## config.mk

```make
export PLATFORM = sky130hd
export DESIGN_NAME = retry_lrsm
export DESIGN_NICKNAME = d
export VERILOG_FILES = /design/src/rtl/retry_lrsm.sv
export SDC_FILE = /design/constraint.sdc
export NUM_CORES = 1
export LEC_CHECK = 0
export BUFFER_PORTS_ARGS = -buffer_cell sky130_fd_sc_hd__buf_2
export CORE_AREA = 2 2 39 41
export CTS_CLUSTER_SIZE = 25
export DETAILED_ROUTE_END_ITERATION = 10
export DIE_AREA = 0 0 41 43
export PLACE_DENSITY = 0.63
export SLEW_MARGIN = 20
export SYNTH_ARGS = -nofsm -noshare
export SYNTH_HDL_FRONTEND = slang
export SYNTH_SLANG_ARGS = --single-unit
```

## constraint.sdc

```tcl
create_clock -name i_clk -period 2.4 [get_ports i_clk]
set_input_delay 0.12 -clock i_clk [delete_from_list [all_inputs] [get_ports i_clk]]
set_output_delay 0.12 -clock i_clk [all_outputs]
set_load 0.005 [all_outputs]
```

## src/rtl/retry_lrsm.sv

```systemverilog
// ============================================================================
// Module   : retry_lrsm
// Purpose  : Link-layer retry state machine. Sequences RETRY.Req, waits for a
//            matching RETRY.Ack, escalates to PHY re-init at the retry limit,
//            and aborts after the re-init budget is spent.
// Options  : `define RETRY_LRSM_TIMEOUT_EN adds a LOCAL_IDLE ack-wait timer
//            that re-issues RETRY.Req after TIMEOUT_CYCLES clocks.
// Revision : 1.0 - initial release
// ============================================================================
`default_nettype none

module retry_lrsm #(
  parameter int unsigned MAX_NUM_RETRY      = 10,
  parameter int unsigned MAX_NUM_PHY_REINIT = 3,
  parameter int unsigned TIMEOUT_CYCLES     = 4096
) (
  input  logic       i_clk,
  input  logic       i_rst_n,
  input  logic       i_error_detected,
  input  logic       i_llrreq_sent,
  input  logic       i_retry_ack_valid,
  input  logic       i_num_retry_matches,
  input  logic [4:0] i_retry_num,
  input  logic       i_phy_reinit_done,
  output logic       o_send_llrreq,
  output logic       o_num_retry_inc_en,
  output logic       o_num_retry_reset,
  output logic       o_phy_reinit_req,
  output logic       o_retry_abort,
  output logic [2:0] o_lrsm_state,
  output logic [3:0] o_num_phy_reinit
);

  // Parameter range guards, evaluated at elaboration.
  if (MAX_NUM_RETRY < 1 || MAX_NUM_RETRY > 31) begin : g_bad_max_retry
    $error("retry_lrsm: MAX_NUM_RETRY out of range 1..31");
  end
  if (MAX_NUM_PHY_REINIT < 1 || MAX_NUM_PHY_REINIT > 15) begin : g_bad_max_reinit
    $error("retry_lrsm: MAX_NUM_PHY_REINIT out of range 1..15");
  end
  if (TIMEOUT_CYCLES < 2 || TIMEOUT_CYCLES > 65535) begin : g_bad_timeout
    $error("retry_lrsm: TIMEOUT_CYCLES out of range 2..65535");
  end

  localparam logic [4:0] c_MAX_RETRY  = 5'(MAX_NUM_RETRY);
  localparam logic [3:0] c_MAX_REINIT = 4'(MAX_NUM_PHY_REINIT);

  typedef enum logic [2:0] {
    ST_NORMAL     = 3'd0,
    ST_LLRREQ     = 3'd1,
    ST_LOCAL_IDLE = 3'd2,
    ST_PHY_REINIT = 3'd3,
    ST_ABORT      = 3'd4
  } state_e;

  state_e     state_q, state_d;
  logic [3:0] num_phy_reinit_q, num_phy_reinit_d;
  logic       w_timeout;

`ifdef RETRY_LRSM_TIMEOUT_EN
  localparam logic [15:0] c_TIMEOUT_LAST = 16'(TIMEOUT_CYCLES - 1);

  logic [15:0] timer_q, timer_d;

  assign w_timeout = (timer_q == c_TIMEOUT_LAST);

  // Timer runs only while staying in LOCAL_IDLE; any entry starts it from zero.
  always_comb begin
    timer_d = '0;
    if (state_q == ST_LOCAL_IDLE && state_d == ST_LOCAL_IDLE) begin
      timer_d = timer_q + 16'd1;
    end
  end

  // Ack-wait timer register.
  always_ff @(posedge i_clk or negedge i_rst_n) begin
    if (!i_rst_n) begin
      timer_q <= '0;
    end else begin
      timer_q <= timer_d;
    end
  end
`else
  assign w_timeout = 1'b0;
`endif

  // State and re-init counter registers.
  always_ff @(posedge i_clk or negedge i_rst_n) begin
    if (!i_rst_n) begin
      state_q          <= ST_NORMAL;
      num_phy_reinit_q <= '0;
    end else begin
      state_q          <= state_d;
      num_phy_reinit_q <= num_phy_reinit_d;
    end
  end

  // Next-state and Mealy-style request outputs.
  always_comb begin
    state_d            = state_q;
    num_phy_reinit_d   = num_phy_reinit_q;
    o_send_llrreq      = 1'b0;
    o_num_retry_inc_en = 1'b0;
    o_num_retry_reset  = 1'b0;
    o_phy_reinit_req   = 1'b0;
    o_retry_abort      = 1'b0;

    case (state_q)
      ST_NORMAL: begin
        if (i_error_detected) begin
          state_d = ST_LLRREQ;
        end
      end

      ST_LLRREQ: begin
        if (i_retry_num >= c_MAX_RETRY) begin
          // Retry budget exhausted: escalate to PHY re-init or give up.
          if (num_phy_reinit_q == c_MAX_REINIT) begin
            state_d = ST_ABORT;
          end else begin
            num_phy_reinit_d = num_phy_reinit_q + 4'd1;
            state_d          = ST_PHY_REINIT;
          end
        end else begin
          o_send_llrreq = 1'b1;
          if (i_llrreq_sent) begin
            o_num_retry_inc_en = 1'b1;
            state_d            = ST_LOCAL_IDLE;
          end
        end
      end

      ST_LOCAL_IDLE: begin
        // A matching ack takes priority over a coincident timeout.
        if (i_retry_ack_valid && i_num_retry_matches) begin
          o_num_retry_reset = 1'b1;
          num_phy_reinit_d  = '0;
          state_d           = ST_NORMAL;
        end else if (w_timeout) begin
          state_d = ST_LLRREQ;
        end
      end

      ST_PHY_REINIT: begin
        o_phy_reinit_req = 1'b1;
        if (i_phy_reinit_done) begin
          o_num_retry_reset = 1'b1;
          state_d           = ST_LLRREQ;
        end
      end

      ST_ABORT: begin
        o_retry_abort = 1'b1;
      end

      default: begin
        state_d = ST_NORMAL;
      end
    endcase
  end

  assign o_lrsm_state     = state_q;
  assign o_num_phy_reinit = num_phy_reinit_q;

endmodule

`default_nettype wire

```

# Word level (Yosys, flattened, before mapping)
# Index checks and enable logic that the tools add are counted.
# totals
romBits	0
latch_bits	0
word_cells	42
ramBits	0
memories	0
output_inout_bits	12
ff_bits	7
input_bits	12
# op_classes
addsub	1
mux	21
mul	0
shift	0
div	0
bitwise_logic	1
n_reduce_logical	5
n_eq_ne	11
n_lt_le_gt_ge	1
# op_table
operator	n
$mux W3	6
$pmux W3 S5	1
$mux W4	3
$ne A2 B2 Y1 const B	5
$mux W1	9
$pmux W4 S2	1
$eq A3 B2 Y1 const B	2
$ge A5 B4 Y1 const B	1
$reduce_and A5 Y1	1
$add A4 B1 Y4 const B	1
$eq A4 B2 Y1 const B	1
$reduce_and A4 Y1	1
$eq A3 B1 Y1 const B	1
$eq A3 B3 Y1 const B	1
$logic_not A3 Y1	1
$ne A3 B3 Y1 const B	1
$pmux W1 S2	1
$reduce_bool A2 Y1	1
$logic_and A1 B1 Y1	1
$not A1 Y1	1

# Logic depth before layout (Yosys ltp)
# depth
depth_word	4
depth_mapped	4
ltp_nobuf	4

# Worst setup path before layout
# Ideal clock, no wire load.
# synth_path
kind	register to register
start	register num_phy_reinit_q[0], in the netlist o_num_phy_reinit[0]
end	register state_q[0], in the netlist o_lrsm_state[0]
n_path_buf	0
period_less_slack_ps	1313
arrival_ps	1167
required_ps	2254
slack_ps	1087
setup_time_ps	146
path_stages_with_launch	5
cell_sequence	dfrtp_1 ha_1 or3b_1 o211ai_2 o221ai_1
# synth_via
elab_chain_len	4
# synth_rtl
element	line	rtl
start, declared	57	logic [3:0] num_phy_reinit_q, num_phy_reinit_d;
start signal, assigned	94	num_phy_reinit_q <= num_phy_reinit_d;
$eq A4 B2 Y1	118	if (num_phy_reinit_q == c_MAX_REINIT) begin
$mux W3	118	
$mux W3	116	if (i_retry_num >= c_MAX_RETRY) begin
$pmux W3 S5	108	case (state_q)
end signal, assigned	93	state_q <= state_d;
end, declared	56	state_e state_q, state_d;
# Every way passes these cells.
# A chain may end at the register's enable or synchronous reset.

# Final worst setup path
# layout_path
start	register state_q[0], in the netlist o_lrsm_state[0]
end	output o_num_retry_inc_en
# layout_via
elab_chain_len	2
# layout_rtl
element	line	rtl
$eq A3 B1 Y1	108	
$mux W1	108	
end, declared	26	output logic o_num_retry_inc_en,
# Every way passes these cells.

==> impl_metrics.py <==
metrics = {
    "run_status": {
        "status": "finished clean",
    },
    "die": {
        "start_util_pct": 33.3,
        "die_y_um": 43,
        "chipWidth_um": 41,
        "ios": 24,
        "rows": 14,
        "core_area_um2": 1380,
        "die_area_um2": 1760,
    },
    "sta": {
        "rsz0062_at_grt": "no",
        "max_slew_margin_pct": 81.3,
        "slew_viol_final": 0,
        "skew_ps": 0.736,
        "finalCriticalPeriod_ps": 1480,
        "hold_viol": 0,
        "tns_ps": 0,
        "max_clock_freq_mhz": 676,
        "setup_viol": 0,
        "tightestPinTransition_ps": 280,
        "period_share_pct": 61.7,
        "fin_ws_ps": 920,
    },
    "yosys": {
        "syn-num-nets": 59,
        "ys_seq_elements": 7,
        "yosysWarnings": 0,
        "synth_cell_types": 25,
        "synth_area_per_cell_um2": 10.0,
        "syn_inst": 46,
        "seq_area_frac_synth_pct": 38.0,
        "synthesis.area_um2": 460,
    },
    "grt": {
        "grt_max_degree": 11,
        "overflow": 0,
        "grt_pass1_vias": 358,
        "grt_first_pass_wirelength_mm": 1.50,
        "antenna_found_initial": 0,
        "grtUsageTotal_pct": 12.9,
    },
    "detailed_routing": {
        "firstDrtPassIters": 2,
        "vias": 430,
        "drt_iter0_drc": 5,
        "ant_nets": 0,
        "via_per_inst": 4.83,
        "drc_errors": 0,
        "routed_wl_um": 967,
        "avgRoutedWirePerCell_um": 10.9,
    },
    "critical_path": {
        "r2r_setup_slack_ps": 990,
        "cp_data_required_time_ps": 2280,
        "endpoint_kind": "primary output",
        "worst_setup_path_start_kind": "flop",
        "worstPathArrival_ps": 1360,
        "critical_path.max_fanout": 10,
        "crit_start": "o_lrsm_state[0]$_DFFE_PN0P_",
        "crit_type": "flop to primary output",
        "r2r-start": "o_num_phy_reinit[0]$_DFFE_PN0P_",
    },
    "layout": {
        "num_antenna_cells": 0,
        "n_fill_cell": 143,
        "final_cell_mix": "buf_2, dfrtp_1, o21ai_0, mux2i_1",
        "final_cells": 89,
        "regArea_um2": 175,
        "drive_above_1_share_pct": 39.7,
        "multi_input_area_um2": 282,
        "fin_nets": 87,
        "syn2layout_area_growth_pct": 36.1,
        "final_common_cell": "buf_2",
    },
    "worst_hold_path": {
        "hp-start": "i_llrreq_sent",
        "hold_class": "primary input to flop",
    },
    "clock_tree": {
        "clock-sinks": 7,
        "htreeDepth": 1,
        "clk_latency_ps": 240,
        "cts_tree": "done",
        "path_clk_slew_ps": 50,
        "ctsLongestPathBuffers": 2,
        "cts-root-buf": "clkbuf_4",
        "cts_buffers": 3,
    },
    "power_and_ir_drop": {
        "powerDensity_nw_per_um2": 955,
        "ir_drop_mv": 0.388,
        "leakage_nw": 0.333,
    },
    "place": {
        "gp_congestion": 0.649,
        "dp_hpwl_um": 783,
        "dp_slack_ps": 970,
        "port_buffers": 22,
        "dp_cells": 84,
    },
    "run": {
        "drv_cap": 0,
    },
}
per-layer routing:
layer	vias to the layer above	track usage [%]	wire (um)
met3	2	1.57	69
met1	187	17.1	454
met2	13	18.1	433
met4	0	10.0	10
met5	-	0	0
li1	228	-	-
state kept, by name (all words and copies together) (netlist names):
register,flops
o_lrsm_state,3
o_num_phy_reinit,4
cells by family (layout without fill, tap and decap cells):
family          after synthesis  in the layout  share of synthesized area (%)
compound gates               14             14                           21.7
fa+ha+maj                     1              1                           2.72
buf+inv                       1             28                          0.814
flops                         7              7                           38.0
mux                           4              4                           8.70
simple gates                 19             19                           28.0
worst max-delay path, cell delays in order (launching register included):
cell,delay [ps]
dfrtp_1,470
nor3b_4,330
nand2_1,110
nor2_1,90
buf_2,110
Yosys cell counts, drive strengths merged:
master / count / area (um2)
ha: 1 / 12.5
dfrtp: 7 / 175
nor3b: 3 / 33.8
o21bai: 1 / 7.51
a21oi: 1 / 5.00
nand2: 2 / 7.51
and3: 1 / 6.26
inv: 1 / 3.75
nand3: 1 / 5.00
nor2b: 1 / 6.26
nand3b: 2 / 15.0
o2bb2ai: 1 / 8.76
o211ai: 4 / 35.0
a21o: 1 / 7.51
or3b: 2 / 17.5
o21ai: 4 / 20.0
or2: 1 / 6.26
nor2: 3 / 11.3
nand2b: 2 / 12.5
o221ai: 1 / 8.76
mux2i: 4 / 40.0
and2: 1 / 7.51
o21a: 1 / 7.51
where the power goes:
| part | switching [mW] | internal, mW | total [mW] |
|---|---|---|---|
| clock network | 0.0362 | 0.0630 | 0.0992 |
| logic | 0.135 | 0.147 | 0.281 |
| registers | 0.0614 | 0.157 | 0.218 |
cell type report:
type / instances / share of cell area (%)
Multi-Input combinational cell: 38 / 44.9
Sequential cell: 7 / 27.9
Timing Repair Buffer: 23 / 19.2
Clock buffer: 4 / 4.19
Tap cell: 16 / 3.19
Inverter: 1 / 0.599
path summary, 6_finish.rpt:
check	endpoint	cells past startpoint
setup / recovery	o_num_retry_inc_en	4
hold / removal	o_lrsm_state[1]$_DFFE_PN0P_	3
setup reg to reg	o_lrsm_state[0]$_DFFE_PN0P_	4
hold reg to reg	o_num_phy_reinit[0]$_DFFE_PN0P_	1
max in group asynchronous	o_lrsm_state[0]$_DFFE_PN0P_	2
min in group asynchronous	o_num_phy_reinit[3]$_DFFE_PN0P_	2
metrics by stage:
step | util [%] | hold WS [ps] | instance area [um2] | power, mW
2_1_floorplan | - | -176 | 460 | 0.398
3_3_place_gp | 42.7 | -48.8 | 591 | 0.502
3_5_place_dp | 42.7 | -45.2 | 591 | 0.505
4_1_cts | 45.3 | 186 | 627 | 0.612
5_1_grt | 45.3 | 210 | 627 | 0.667
6_report | 45.3 | 190 | 627 | 0.599
what timing repair did:
action / 4_1_cts / 5_1_grt
hold buffers: 1 / 0
hold endpoints to repair: 7 / 0
setup buffers: 0 / 0
gates resized for setup: 0 / 0
No activity file was read; power rests on OpenSTA's default activity.
